==> src/rtl/lpc_frame_scheduler_if.sv <==
// Stream and lpc_encode-side signal bundle for lpc_frame_scheduler.
// master is the scheduler's view; slave is the view of the stream source/sink and lpc_encode.
interface lpc_frame_scheduler_if #(
    parameter int NCOEF = 10
);
    // audio sample input stream
    logic               in_valid;
    logic               in_ready;
    logic [15:0]        in_data;

    // lpc_encode audio write channel and control
    logic               x_wen;
    logic [7:0]         x_waddr;
    logic [15:0]        x_din;
    logic               start;
    logic               rready;

    // lpc_encode result read ports
    logic [NCOEF-1:0]   a_rsel;
    logic [31:0]        a_dout;
    logic [7:0]         residue_raddr;
    logic [15:0]        residue_dout;

    // result output stream and status
    logic               out_valid;
    logic               out_ready;
    logic [31:0]        out_data;
    logic               out_kind;
    logic               out_last;
    logic [15:0]        frame_cnt;
    logic               busy;

    modport master (
        input  in_valid, in_data, rready, a_dout, residue_dout, out_ready,
        output in_ready, x_wen, x_waddr, x_din, start, a_rsel, residue_raddr,
               out_valid, out_data, out_kind, out_last, frame_cnt, busy
    );

    modport slave (
        output in_valid, in_data, rready, a_dout, residue_dout, out_ready,
        input  in_ready, x_wen, x_waddr, x_din, start, a_rsel, residue_raddr,
               out_valid, out_data, out_kind, out_last, frame_cnt, busy
    );
endinterface

==> src/rtl/lpc_frame_scheduler.sv <==
// Frame sequencer driving lpc_encode: load samples, start, wait for done, drain coefs + residues.
// Define LPC_FRAME_SCHED_OVERLAP_EN to load the next frame while the current one drains.
module lpc_frame_scheduler #(
    parameter int FRAME_LEN   = 160,
    parameter int NCOEF       = 10,
    parameter int START_BLANK = 2
) (
    input  logic                   clk,
    input  logic                   reset,
    lpc_frame_scheduler_if.master  bus
);

    typedef enum logic [2:0] {
        LOAD,
        START,
        BLANK,
        WAIT,
        DRAIN_A,
        DRAIN_R
    } state_t;

    localparam logic [7:0] LAST_SAMPLE = 8'(FRAME_LEN - 1);
    localparam logic [7:0] LAST_COEF   = 8'(NCOEF - 1);
    localparam logic [7:0] LAST_BLANK  = 8'((START_BLANK > 0) ? (START_BLANK - 1) : 0);

    state_t      state_reg, state_next;
    logic [7:0]  ld_cnt_reg, ld_cnt_next;
    logic [7:0]  blank_cnt_reg, blank_cnt_next;
    logic [7:0]  rd_cnt_reg, rd_cnt_next;
    logic [15:0] frame_cnt_reg, frame_cnt_next;
    // set when the next frame finished loading during a drain; never set without overlap
    logic        full_reg, full_next;

    logic              in_ready_c;
    logic              accept;
    logic              last_sample;
    logic              frame_ready;
    logic              start_c;
    logic              out_valid_c;
    logic              out_kind_c;
    logic              out_last_c;
    logic [31:0]       out_data_c;
    logic [7:0]        residue_raddr_c;
    logic [NCOEF-1:0]  a_sel;

    always_ff @(posedge clk) begin
        if (reset) begin
            state_reg     <= LOAD;
            ld_cnt_reg    <= 8'd0;
            blank_cnt_reg <= 8'd0;
            rd_cnt_reg    <= 8'd0;
            frame_cnt_reg <= 16'd0;
            full_reg      <= 1'b0;
        end else begin
            state_reg     <= state_next;
            ld_cnt_reg    <= ld_cnt_next;
            blank_cnt_reg <= blank_cnt_next;
            rd_cnt_reg    <= rd_cnt_next;
            frame_cnt_reg <= frame_cnt_next;
            full_reg      <= full_next;
        end
    end

    always_comb begin
        in_ready_c = 1'b0;
        case (state_reg)
            LOAD:             in_ready_c = 1'b1;
`ifdef LPC_FRAME_SCHED_OVERLAP_EN
            // lpc_encode no longer reads the audio buffer once it reports done
            DRAIN_A, DRAIN_R: in_ready_c = !full_reg;
`endif
            default:          in_ready_c = 1'b0;
        endcase
    end

    assign accept      = bus.in_valid && in_ready_c;
    assign last_sample = (ld_cnt_reg == LAST_SAMPLE);
    assign frame_ready = full_reg || (accept && last_sample);

    always_comb begin
        state_next      = state_reg;
        ld_cnt_next     = ld_cnt_reg;
        blank_cnt_next  = blank_cnt_reg;
        rd_cnt_next     = rd_cnt_reg;
        frame_cnt_next  = frame_cnt_reg;
        full_next       = full_reg;
        start_c         = 1'b0;
        out_valid_c     = 1'b0;
        out_kind_c      = 1'b0;
        out_last_c      = 1'b0;
        out_data_c      = 32'd0;
        residue_raddr_c = 8'd0;

        // sample loading is shared by LOAD and (with overlap) the drain states
        if (accept) begin
            if (last_sample) begin
                ld_cnt_next = 8'd0;
                full_next   = (state_reg != LOAD);
            end else begin
                ld_cnt_next = ld_cnt_reg + 8'd1;
            end
        end

        case (state_reg)
            LOAD: begin
                if (accept && last_sample) begin
                    state_next = START;
                end
            end
            START: begin
                start_c        = 1'b1;
                blank_cnt_next = 8'd0;
                state_next     = (START_BLANK == 0) ? WAIT : BLANK;
            end
            BLANK: begin
                if (blank_cnt_reg == LAST_BLANK) begin
                    state_next = WAIT;
                end else begin
                    blank_cnt_next = blank_cnt_reg + 8'd1;
                end
            end
            WAIT: begin
                if (bus.rready) begin
                    state_next  = DRAIN_A;
                    rd_cnt_next = 8'd0;
                end
            end
            DRAIN_A: begin
                out_valid_c = 1'b1;
                out_data_c  = bus.a_dout;
                if (bus.out_ready) begin
                    if (rd_cnt_reg == LAST_COEF) begin
                        state_next  = DRAIN_R;
                        rd_cnt_next = 8'd0;
                    end else begin
                        rd_cnt_next = rd_cnt_reg + 8'd1;
                    end
                end
            end
            DRAIN_R: begin
                out_valid_c     = 1'b1;
                out_kind_c      = 1'b1;
                residue_raddr_c = rd_cnt_reg;
                out_data_c      = {{16{bus.residue_dout[15]}}, bus.residue_dout};
                out_last_c      = (rd_cnt_reg == LAST_SAMPLE);
                if (bus.out_ready) begin
                    if (rd_cnt_reg == LAST_SAMPLE) begin
                        frame_cnt_next = frame_cnt_reg + 16'd1;
                        rd_cnt_next    = 8'd0;
                        // a frame completed during the drain starts immediately
                        if (frame_ready) begin
                            state_next = START;
                            full_next  = 1'b0;
                        end else begin
                            state_next = LOAD;
                        end
                    end else begin
                        rd_cnt_next = rd_cnt_reg + 8'd1;
                    end
                end
            end
            default: begin
                state_next = LOAD;
            end
        endcase
    end

    genvar gi;
    generate
        for (gi = 0; gi < NCOEF; gi++) begin : g_a_sel
            assign a_sel[gi] = (state_reg == DRAIN_A) && (rd_cnt_reg == 8'(gi));
        end
    endgenerate

    assign bus.in_ready      = in_ready_c;
    assign bus.x_wen         = accept;
    assign bus.x_waddr       = ld_cnt_reg;
    assign bus.x_din         = bus.in_data;
    assign bus.start         = start_c;
    assign bus.a_rsel        = a_sel;
    assign bus.residue_raddr = residue_raddr_c;
    assign bus.out_valid     = out_valid_c;
    assign bus.out_data      = out_data_c;
    assign bus.out_kind      = out_kind_c;
    assign bus.out_last      = out_last_c;
    assign bus.frame_cnt     = frame_cnt_reg;
    assign bus.busy          = !((state_reg == LOAD) && (ld_cnt_reg == 8'd0));

endmodule

==> src/flat_wrapper.sv <==
// flat-port wrapper written by rule: the top's interface ports become plain ports
module lpc_frame_scheduler_flat 
#(
    parameter int FRAME_LEN   = 160,
    parameter int NCOEF       = 10,
    parameter int START_BLANK = 2
)
  (clk, reset, bus_in_valid, bus_in_data, bus_rready, bus_a_dout, bus_residue_dout, bus_out_ready, bus_in_ready, bus_x_wen, bus_x_waddr, bus_x_din, bus_start, bus_a_rsel, bus_residue_raddr, bus_out_valid, bus_out_data, bus_out_kind, bus_out_last, bus_frame_cnt, bus_busy);
  lpc_frame_scheduler_if #(.NCOEF(NCOEF)) bus_i ();
  input  logic clk;
  input  logic reset;
  input wire logic [$bits(bus_i.in_valid)-1:0] bus_in_valid;
  input wire logic [$bits(bus_i.in_data)-1:0] bus_in_data;
  input wire logic [$bits(bus_i.rready)-1:0] bus_rready;
  input wire logic [$bits(bus_i.a_dout)-1:0] bus_a_dout;
  input wire logic [$bits(bus_i.residue_dout)-1:0] bus_residue_dout;
  input wire logic [$bits(bus_i.out_ready)-1:0] bus_out_ready;
  output wire logic [$bits(bus_i.in_ready)-1:0] bus_in_ready;
  output wire logic [$bits(bus_i.x_wen)-1:0] bus_x_wen;
  output wire logic [$bits(bus_i.x_waddr)-1:0] bus_x_waddr;
  output wire logic [$bits(bus_i.x_din)-1:0] bus_x_din;
  output wire logic [$bits(bus_i.start)-1:0] bus_start;
  output wire logic [$bits(bus_i.a_rsel)-1:0] bus_a_rsel;
  output wire logic [$bits(bus_i.residue_raddr)-1:0] bus_residue_raddr;
  output wire logic [$bits(bus_i.out_valid)-1:0] bus_out_valid;
  output wire logic [$bits(bus_i.out_data)-1:0] bus_out_data;
  output wire logic [$bits(bus_i.out_kind)-1:0] bus_out_kind;
  output wire logic [$bits(bus_i.out_last)-1:0] bus_out_last;
  output wire logic [$bits(bus_i.frame_cnt)-1:0] bus_frame_cnt;
  output wire logic [$bits(bus_i.busy)-1:0] bus_busy;
  assign bus_i.in_valid = bus_in_valid;
  assign bus_i.in_data = bus_in_data;
  assign bus_i.rready = bus_rready;
  assign bus_i.a_dout = bus_a_dout;
  assign bus_i.residue_dout = bus_residue_dout;
  assign bus_i.out_ready = bus_out_ready;
  assign bus_in_ready = bus_i.in_ready;
  assign bus_x_wen = bus_i.x_wen;
  assign bus_x_waddr = bus_i.x_waddr;
  assign bus_x_din = bus_i.x_din;
  assign bus_start = bus_i.start;
  assign bus_a_rsel = bus_i.a_rsel;
  assign bus_residue_raddr = bus_i.residue_raddr;
  assign bus_out_valid = bus_i.out_valid;
  assign bus_out_data = bus_i.out_data;
  assign bus_out_kind = bus_i.out_kind;
  assign bus_out_last = bus_i.out_last;
  assign bus_frame_cnt = bus_i.frame_cnt;
  assign bus_busy = bus_i.busy;
  lpc_frame_scheduler #(.FRAME_LEN(FRAME_LEN), .NCOEF(NCOEF), .START_BLANK(START_BLANK)) u_core (.clk(clk), .reset(reset), .bus(bus_i));
endmodule
==> config.mk <==
export PLATFORM = sky130hd
export DESIGN_NAME = lpc_frame_scheduler_flat
export DESIGN_NICKNAME = d
export VERILOG_FILES = /design/src/rtl/lpc_frame_scheduler_if.sv /design/src/rtl/lpc_frame_scheduler.sv /design/src/flat_wrapper.sv
export SDC_FILE = /design/constraint.sdc
export NUM_CORES = 1
export LEC_CHECK = 0
export BUFFER_PORTS_ARGS = -buffer_cell sky130_fd_sc_hd__clkbuf_2
export CORE_MARGIN = 5
export CORE_UTILIZATION = 48
export DETAILED_ROUTE_END_ITERATION = 8
export PLACE_DENSITY = 0.86
export SYNTH_ARGS = -nofsm -noshare
export SYNTH_HDL_FRONTEND = slang
export SYNTH_SLANG_ARGS = --single-unit
==> constraint.sdc <==
create_clock -name clk -period 4.7 [get_ports clk]
set_input_delay 0.235 -clock clk [delete_from_list [all_inputs] [get_ports clk]]
set_output_delay 0.235 -clock clk [all_outputs]
set_load 0.01 [all_outputs]
==> results_dict.tcl, run 1 <==
set metrics [dict create \
    drv_cap 0 \
    io_buffer_count 133 \
    crit_start "u_core.state_reg[1]" \
    final_max_slew_viol_count 0 \
    place_area_sq_um 3492 \
    cts_resized 0 \
    clk_path_buf_depth 2 \
    cts.sinks 44 \
    clock_latency_ns 0.30 \
    cts_root_buf "clkbuf_8" \
    synth_cells 368 \
    initial_utilization_pct 49.79 \
    dpl.hpwl_mm 6.837 \
    track_usage_pct 22.00 \
    globalplace.congestion 0.9236 \
    routedWlPerCell_microns 15.83 \
    hold_buffers 0 \
    first_pass_iters 4 \
    async_reset_ff_share_pct 0 \
    seq_area_frac_synth_pct 29.70 \
    rows 28 \
    critPathCaptureType "output pin" \
    final_layout_size_suffix_gt1_share_pct 33.33 \
    critPathKind "flip-flop to output pin" \
    synth.distinct_cells 52 \
    fin_skew_ns 0.008830 \
    finalCritPeriodShare_pct 60.40 \
    min_path_type "primary input to flip-flop" \
    fin_area_sq_um 3603 \
    layout.nets 551 \
    viasPerCell 5.566 \
    setup-violations-final 0 \
    synth_edf_count 0 \
    totalWireLength_mm 8.688 \
    leakage_nw 1.820 \
    cp.required_ns 4.47 \
    grt_pass1_vias 2894 \
    largest_reg_flops 16 \
    dp_worst_setup_slack_ns 2.039 \
    tns_ns 0 \
    synth_top_area_cell "dfxtp_1" \
    antenna_found_initial 0 \
    die_h_microns 88.60 \
    coreArea_sq_um 5956 \
    postCtsSetupBuffers 0 \
    die_area_sq_um 7850 \
    synth_flop_cell "dfxtp_1" \
    hold_viol 0 \
    synth_adder_area_share_pct 3.797 \
    crit_path_max_fanout 21 \
    synthTopCellsByCount "nor2_1 (55), dfxtp_1 (44), and3_1 (21), nand2_1 (19)" \
    worstReg2RegStart "u_core.state_reg[2]" \
    fin_total_pwr_mw 1.027 \
    synth-xor-area-share_pct 7.089 \
    synth_seq_cells 44 \
    drt_iter0_markers 105 \
    syn_nets 446 \
    maxSlewHeadroom_pct 39.19 \
    synth-simple-area-share_pct 32.53 \
    ys_warn_count 0 \
    status "finished, final reports clean" \
    diodes 0 \
    synthMuxAreaShare_pct 6.118 \
    fill_cells 552 \
    synth_top_family_by_area "simple AND/OR/NAND/NOR gates" \
    finalHoldWorstSlack_ns 0.3300 \
    ant_nets 0 \
    io_pins 166 \
    ys_top_cells_by_area "dfxtp_1 (30%), nor2_1 (7.0%), mux2i_1 (5.7%), and3_1 (4.4%), xor2_1 (4.4%)" \
    cts_tree "done" \
    start_kind "flip-flop" \
    tightest_slew_ns 0.9051 \
    rsz0062_at_grt "false" \
    yosysMostFrequentCell "nor2_1" \
    holdPathStages 4 \
    cts_buffers 5 \
    setup_slack_ns 1.861 \
    register_area_sq_um 880.8 \
    syn-cell-area_sq_um 2965 \
    max-vdd-ir-drop_mv 0.1951 \
    final_util_pct 60.50 \
    period_needed_ns 2.839 \
    grt_max_degree 37 \
    drc 0 \
    max_clock_freq_mhz 352.3 \
    synth_top_area_share_pct 29.70 \
    synth_compound_area_share_pct 11.27 \
    die-width_microns 88.60 \
    holdCritStartpoint "bus_out_ready" \
    syn_area_per_cell_sq_um 8.058 \
    pwr_density_cell_nw_per_um2 285.1 \
    syn_to_final_growth_pct 21.52 \
    grt_overflow 0 \
    htree_num_levels 2 \
    grt_pass1_wl_mm 13.60 \
    cp.arrival_ns 2.60 \
    vias 3056 \
    stdcell_count 549 \
    multi_input_comb_area_sq_um 1803 \
    dp_cells 541 \
    clk_pin_slew_worst_paths_ns 0.08 \
    worstRegToRegCells 6 \
]
## layer usage
| metal | vias to the layer above | track usage (%) | wire length [microns] |
|---|---|---|---|
| li1 | 1486 | - | - |
| met1 | 1395 | 24.44 | 3229 |
| met2 | 152 | 39.09 | 4390 |
| met3 | 23 | 5.866 | 766 |
| met4 | 0 | 10.03 | 302 |
| met5 | - | 0 | 0 |
## power breakdown
part / total [mW] / leakage [nW] / internal [mW] / switching (mW)
logic: 0.320 / 1.41 / 0.140 / 0.179
registers: 0.411 / 0.355 / 0.389 / 0.0223
clock network: 0.296 / 0.0541 / 0.157 / 0.139
## cell usage in the layout (no fill, tap or decap), drive strengths merged, types with 5 or more instances in the layout
cell type	instances
nand2	19
xor2	15
xnor2	9
dfxtp	44
ha	9
nor3	16
and3	22
nand4	11
mux2i	17
a21oi	13
nand3	14
o21ai	9
or4	5
inv	9
clkbuf	138
a21o	17
nor2	55
## worst paths after layout
check | endpoint | slack (ns)
worst max-delay path | bus_out_data[16] | 1.86
worst min register to register | u_core.blank_cnt_reg[1] | 0.49
worst max register to register | u_core.rd_cnt_reg[5] | 1.97
worst min-delay path | u_core.state_reg[2] | 0.33
## logic make-up (layout without fill, tap and decap cells)
logic type	count (synthesis)	in the layout
simple gates	178	178
compound gates	49	49
buf+inv	46	152
flops	44	44
xor+xnor	24	24
mux	18	18
fa+ha+maj	9	9
## final cells by class
class,instances,area share [%]
Inverter,9,0.9375
Clock buffer,5,1.910
Tap cell,75,2.604
Sequential cell,44,24.44
Timing Repair Buffer,135,18.89
Multi-Input combinational cell,278,50.03
Clock inverter,3,1.181
## critical path, stage by stage (launching register included)
cell      delay (ns)
dfxtp_1         0.51
nand2b_1        0.60
inv_1           0.32
and3_1          0.47
a21o_1          0.27
clkbuf_2        0.13
Note: power is estimated with default switching activity, not from simulation.
==> run 2, diff against run 1 <==
--- a/config.mk
+++ b/config.mk
@@ -7,9 +7,9 @@
 export LEC_CHECK = 0
 export BUFFER_PORTS_ARGS = -buffer_cell sky130_fd_sc_hd__clkbuf_2
 export CORE_MARGIN = 5
-export CORE_UTILIZATION = 48
+export CORE_UTILIZATION = 41
 export DETAILED_ROUTE_END_ITERATION = 8
-export PLACE_DENSITY = 0.86
+export PLACE_DENSITY = 0.78
 export SYNTH_ARGS = -nofsm -noshare
 export SYNTH_HDL_FRONTEND = slang
 export SYNTH_SLANG_ARGS = --single-unit
==> constraint.sdc (replaced) <==
create_clock -name clk -period 2.39 [get_ports clk]
set_input_delay 0.1195 -clock clk [delete_from_list [all_inputs] [get_ports clk]]
set_output_delay 0.1195 -clock clk [all_outputs]
set_load 0.01 [all_outputs]
==> results_dict.tcl, run 2 (same netlist as run 1, synthesis figures left out) <==
set metrics [dict create \
    vias 3018 \
    grt_max_degree 26 \
    start_kind "flip-flop" \
    dpl.hpwl_mm 6.667 \
    grt_overflow 0 \
    final_layout_size_suffix_gt1_share_pct 35.88 \
    drt_iter0_markers 106 \
    tightest_slew_ns 0.5662 \
    clock_latency_ns 0.30 \
    coreArea_sq_um 7137 \
    first_pass_iters 4 \
    cts_root_buf "clkbuf_8" \
    leakage_nw 1.879 \
    cts_tree "done" \
    final_common_cell "clkbuf_2" \
    clk_path_buf_depth 2 \
    grt_pass1_wl_mm 13.25 \
    cp.arrival_ns 2.13 \
    clk_pin_slew_worst_paths_ns 0.09 \
    syn_to_final_growth_pct 26.08 \
    hold_viol 0 \
    antenna_found_initial 0 \
    io_buffer_count 133 \
    drc 0 \
    initial_utilization_pct 41.55 \
    largest_reg_flops 16 \
    pwr_density_cell_nw_per_um2 567.8 \
    max_clock_freq_mhz 444.9 \
    tns_ns 0 \
    min_path_type "primary input to flip-flop" \
    diodes 0 \
    routedWlPerCell_microns 14.35 \
    crit_path_max_fanout 8 \
    cts.sinks 44 \
    max-vdd-ir-drop_mv 0.2818 \
    critPathCaptureType "output pin" \
    setup-violations-final 0 \
    die_h_microns 95.05 \
    viasPerCell 5.168 \
    rows 31 \
    cp.required_ns 2.27 \
    drv_cap 0 \
    fin_skew_ns 0.005293 \
    globalplace.congestion 0.8207 \
    cts_buffers 5 \
    grt_pass1_vias 2945 \
    io_pins 166 \
    final_cell_mix "clkbuf_2 (133), nor2_1 (54), dfxtp_1 (44)" \
    layout.nets 562 \
    maxSlewHeadroom_pct 62.04 \
    track_usage_pct 18.08 \
    rsz0062_at_grt "false" \
    status "finished, final reports clean" \
    finalHoldWorstSlack_ns 0.1712 \
    die-width_microns 95.05 \
    ant_nets 0 \
    postCtsSetupBuffers 0 \
    critPathKind "flip-flop to output pin" \
    die_area_sq_um 9034 \
    totalWireLength_mm 8.379 \
    htree_num_levels 2 \
    period_needed_ns 2.248 \
    final_max_slew_viol_count 0 \
    finalCritPeriodShare_pct 94.05 \
]
==> run 2: routing by layer <==
layer / vias up / track usage, % / part of all wire (%) / wire [microns]
li1: 1508 / - / - / -
met1: 1399 / 21.47 / 41 / 3414
met2: 104 / 32.12 / 51 / 4266
met3: 7 / 4.657 / 7.3 / 615
met4: 0 / 5.048 / 0.98 / 82
met5: - / 0 / 0 / 0
==> run 2: what timing repair did <==
action	in CTS	in global routing
hold buffers	0	0
endpoints found under the setup margin	0	26
gates resized for setup	0	5
==> run 2: worst paths after layout <==
check             slack [ns]  cells past startpoint                       end            startpoint
setup / recovery        0.14                      4             bus_a_rsel[3]  u_core.rd_cnt_reg[5]
hold / removal          0.17                      2       u_core.state_reg[2]                 reset
setup reg to reg        0.15                      5  u_core.bus.frame_cnt[15]  u_core.rd_cnt_reg[4]
hold reg to reg         0.49                      1           u_core.full_reg       u_core.full_reg
==> run 2: layout make-up <==
type,count,area (sq um)
clock buffers,5,68.82
flip-flops and latches,44,880.8
multi-input cells,278,1822
fillers,708,3398
clock inverters,3,46.29
inverters,9,33.78
well taps,99,123.9
repair buffers,146,763.2
==> run 2: power by group <==
group | internal [mW] | switching, mW
Combinational | 0.338 | 0.377
Sequential | 0.766 | 0.0504
Clock | 0.315 | 0.277
==> run 2: critical path, stage by stage (launching register included) <==
cell	delay, ns
dfxtp_1	0.38
or4_2	0.75
nor3_1	0.34
and3_1	0.23
clkbuf_2	0.14
==> run 2: metrics by stage <==
step           cells  util (%)  worst slack (ns)  power, mW  area, sq um
3_3_place_gp     576     50.51            0.2406      1.532         3605
2_1_floorplan    368         -            0.2293      1.313         2965
4_1_cts          584     52.12            0.1099      2.147         3720
5_1_grt          584     52.38           0.03988      2.249         3739
3_5_place_dp     576     50.51            0.1891      1.552         3605
6_report         584     52.38            0.1421      2.123         3739
==> run 3, diff against run 2 <==
--- a/config.mk
+++ b/config.mk
@@ -8,6 +8,7 @@
 export BUFFER_PORTS_ARGS = -buffer_cell sky130_fd_sc_hd__clkbuf_2
 export CORE_MARGIN = 5
 export CORE_UTILIZATION = 41
+export CTS_BUF_LIST = sky130_fd_sc_hd__clkbuf_16
 export DETAILED_ROUTE_END_ITERATION = 8
 export PLACE_DENSITY = 0.78
 export SYNTH_ARGS = -nofsm -noshare
==> results_dict.tcl, run 3 (same netlist as run 1, synthesis figures left out) <==
set metrics [dict create \
    rsz0062_at_grt "false" \
    clk_pin_slew_worst_paths_ns 0.07 \
    worst_path_max_delay_cell "or4_4" \
    die-width_microns 95.05 \
    maxSlewHeadroom_pct 61.97 \
    grt.met1_usage_pct 21.52 \
    worstRegToRegCells 5 \
    die_area_sq_um 9034 \
    final_common_cell "clkbuf_2" \
    dpl.hpwl_mm 6.667 \
    routedWlPerCell_microns 14.54 \
    worst-path-buf-inv 0 \
    globalplace.congestion 0.8207 \
    max_clock_freq_mhz 447.0 \
    status "finished, final reports clean" \
    grt_pass1_vias 2951 \
    max_stage_delay_ns 0.55 \
    drt_iter0_markers 124 \
    coreArea_sq_um 7137 \
    fin_total_pwr_mw 2.338 \
    cts_buffers 5 \
    ant_nets 0 \
    rows 31 \
    period_needed_ns 2.237 \
    clock_latency_ns 0.29 \
    finalHoldWorstSlack_ns 0.2040 \
    tightest_slew_ns 0.5704 \
    cts.sinks 44 \
    postCtsSetupBuffers 0 \
    syn_to_final_growth_pct 27.93 \
    vias 3040 \
    finalCritPeriodShare_pct 93.60 \
    setup-violations-final 0 \
    busiest_layer "met2" \
    cts_tree "done" \
    grt_util_met2_pct 32.47 \
    die_h_microns 95.05 \
    met3_usage_pct 5.446 \
    final_layout_size_suffix_gt1_share_pct 35.67 \
    critPathKind "flip-flop to flip-flop" \
    cts_root_buf "clkbuf_16" \
    hold_viol 0 \
    io_pins 166 \
    start_kind "flip-flop" \
    final_cell_mix "clkbuf_2 (133), nor2_1 (54), dfxtp_1 (44)" \
    final_max_slew_viol_count 0 \
    io_buffer_count 133 \
    grt_pass1_wl_mm 13.37 \
    clk_path_buf_depth 2 \
    path_depth 5 \
    holdPathStages 2 \
    htree_num_levels 2 \
    crit_chain "or3b_4, or4_4, nor3_2, and3_1, mux2_1" \
    largest_reg_flops 16 \
    fin_skew_ns 0.004968 \
    pwr_density_cell_nw_per_um2 616.3 \
    layout.nets 562 \
    crit_path_max_fanout 7 \
    path_delay_family "simple AND/OR/NAND/NOR gates" \
    antenna_found_initial 0 \
    critPathCaptureType "flip-flop" \
    tns_ns 0 \
    cp.required_ns 2.57 \
    totalWireLength_mm 8.493 \
    first_pass_iters 4 \
    diodes 0 \
    grt_overflow 0 \
    cp.arrival_ns 2.41 \
    initial_utilization_pct 41.55 \
    max-vdd-ir-drop_mv 0.2790 \
    leakage_nw 1.906 \
    grt_max_degree 26 \
    track_usage_pct 18.38 \
    min_path_type "primary input to flip-flop" \
    drc 0 \
    drv_cap 0 \
    viasPerCell 5.205 \
]
run 3: layout make-up:
type | count | area (sq um)
fillers | 704 | 3343
multi-input cells | 278 | 1821
flip-flops and latches | 44 | 880.8
repair buffers | 146 | 763.2
clock buffers | 5 | 125.1
well taps | 99 | 123.9
clock inverters | 3 | 46.29
inverters | 9 | 33.78
run 3: per-stage QoR:
| stage | worst slack, ns | area [sq um] | utilization, % | instances |
|---|---|---|---|---|
| global placement | 0.2406 | 3605 | 50.51 | 576 |
| floorplan | 0.2293 | 2965 | - | 368 |
| detailed placement | 0.1891 | 3605 | 50.51 | 576 |
| CTS | 0.1358 | 3776 | 52.91 | 584 |
| global route | 0.01657 | 3794 | 53.16 | 584 |
| finish | 0.1529 | 3794 | 53.16 | 584 |
run 3: where the power goes:
group / leakage, nW / internal [mW] / total [mW] / switching [mW]
logic: 1.47 / 0.338 / 0.719 / 0.381
clock network: 0.0804 / 0.497 / 0.800 / 0.304
registers: 0.355 / 0.766 / 0.819 / 0.0528
run 3: timing repair:
action / 4_1_cts / 5_1_grt
hold buffers: 0 / 0
resized for setup: 0 / 4
setup endpoints to repair: 0 / 19
run 3: worst paths after layout:
kind	startpoint	endpoint	slack, ns
max	u_core.rd_cnt_reg[4]	u_core.bus.frame_cnt[15]	0.15
min	reset	u_core.state_reg[2]	0.20
max reg2reg	u_core.rd_cnt_reg[4]	u_core.bus.frame_cnt[15]	0.15
min reg2reg	u_core.full_reg	u_core.full_reg	0.49
run 3: routing by layer:
layer  vias up  wire, microns
met2       132           4295
met4         0            102
met3         8            719
met1      1392           3375
li1       1508              -
met5         -              0
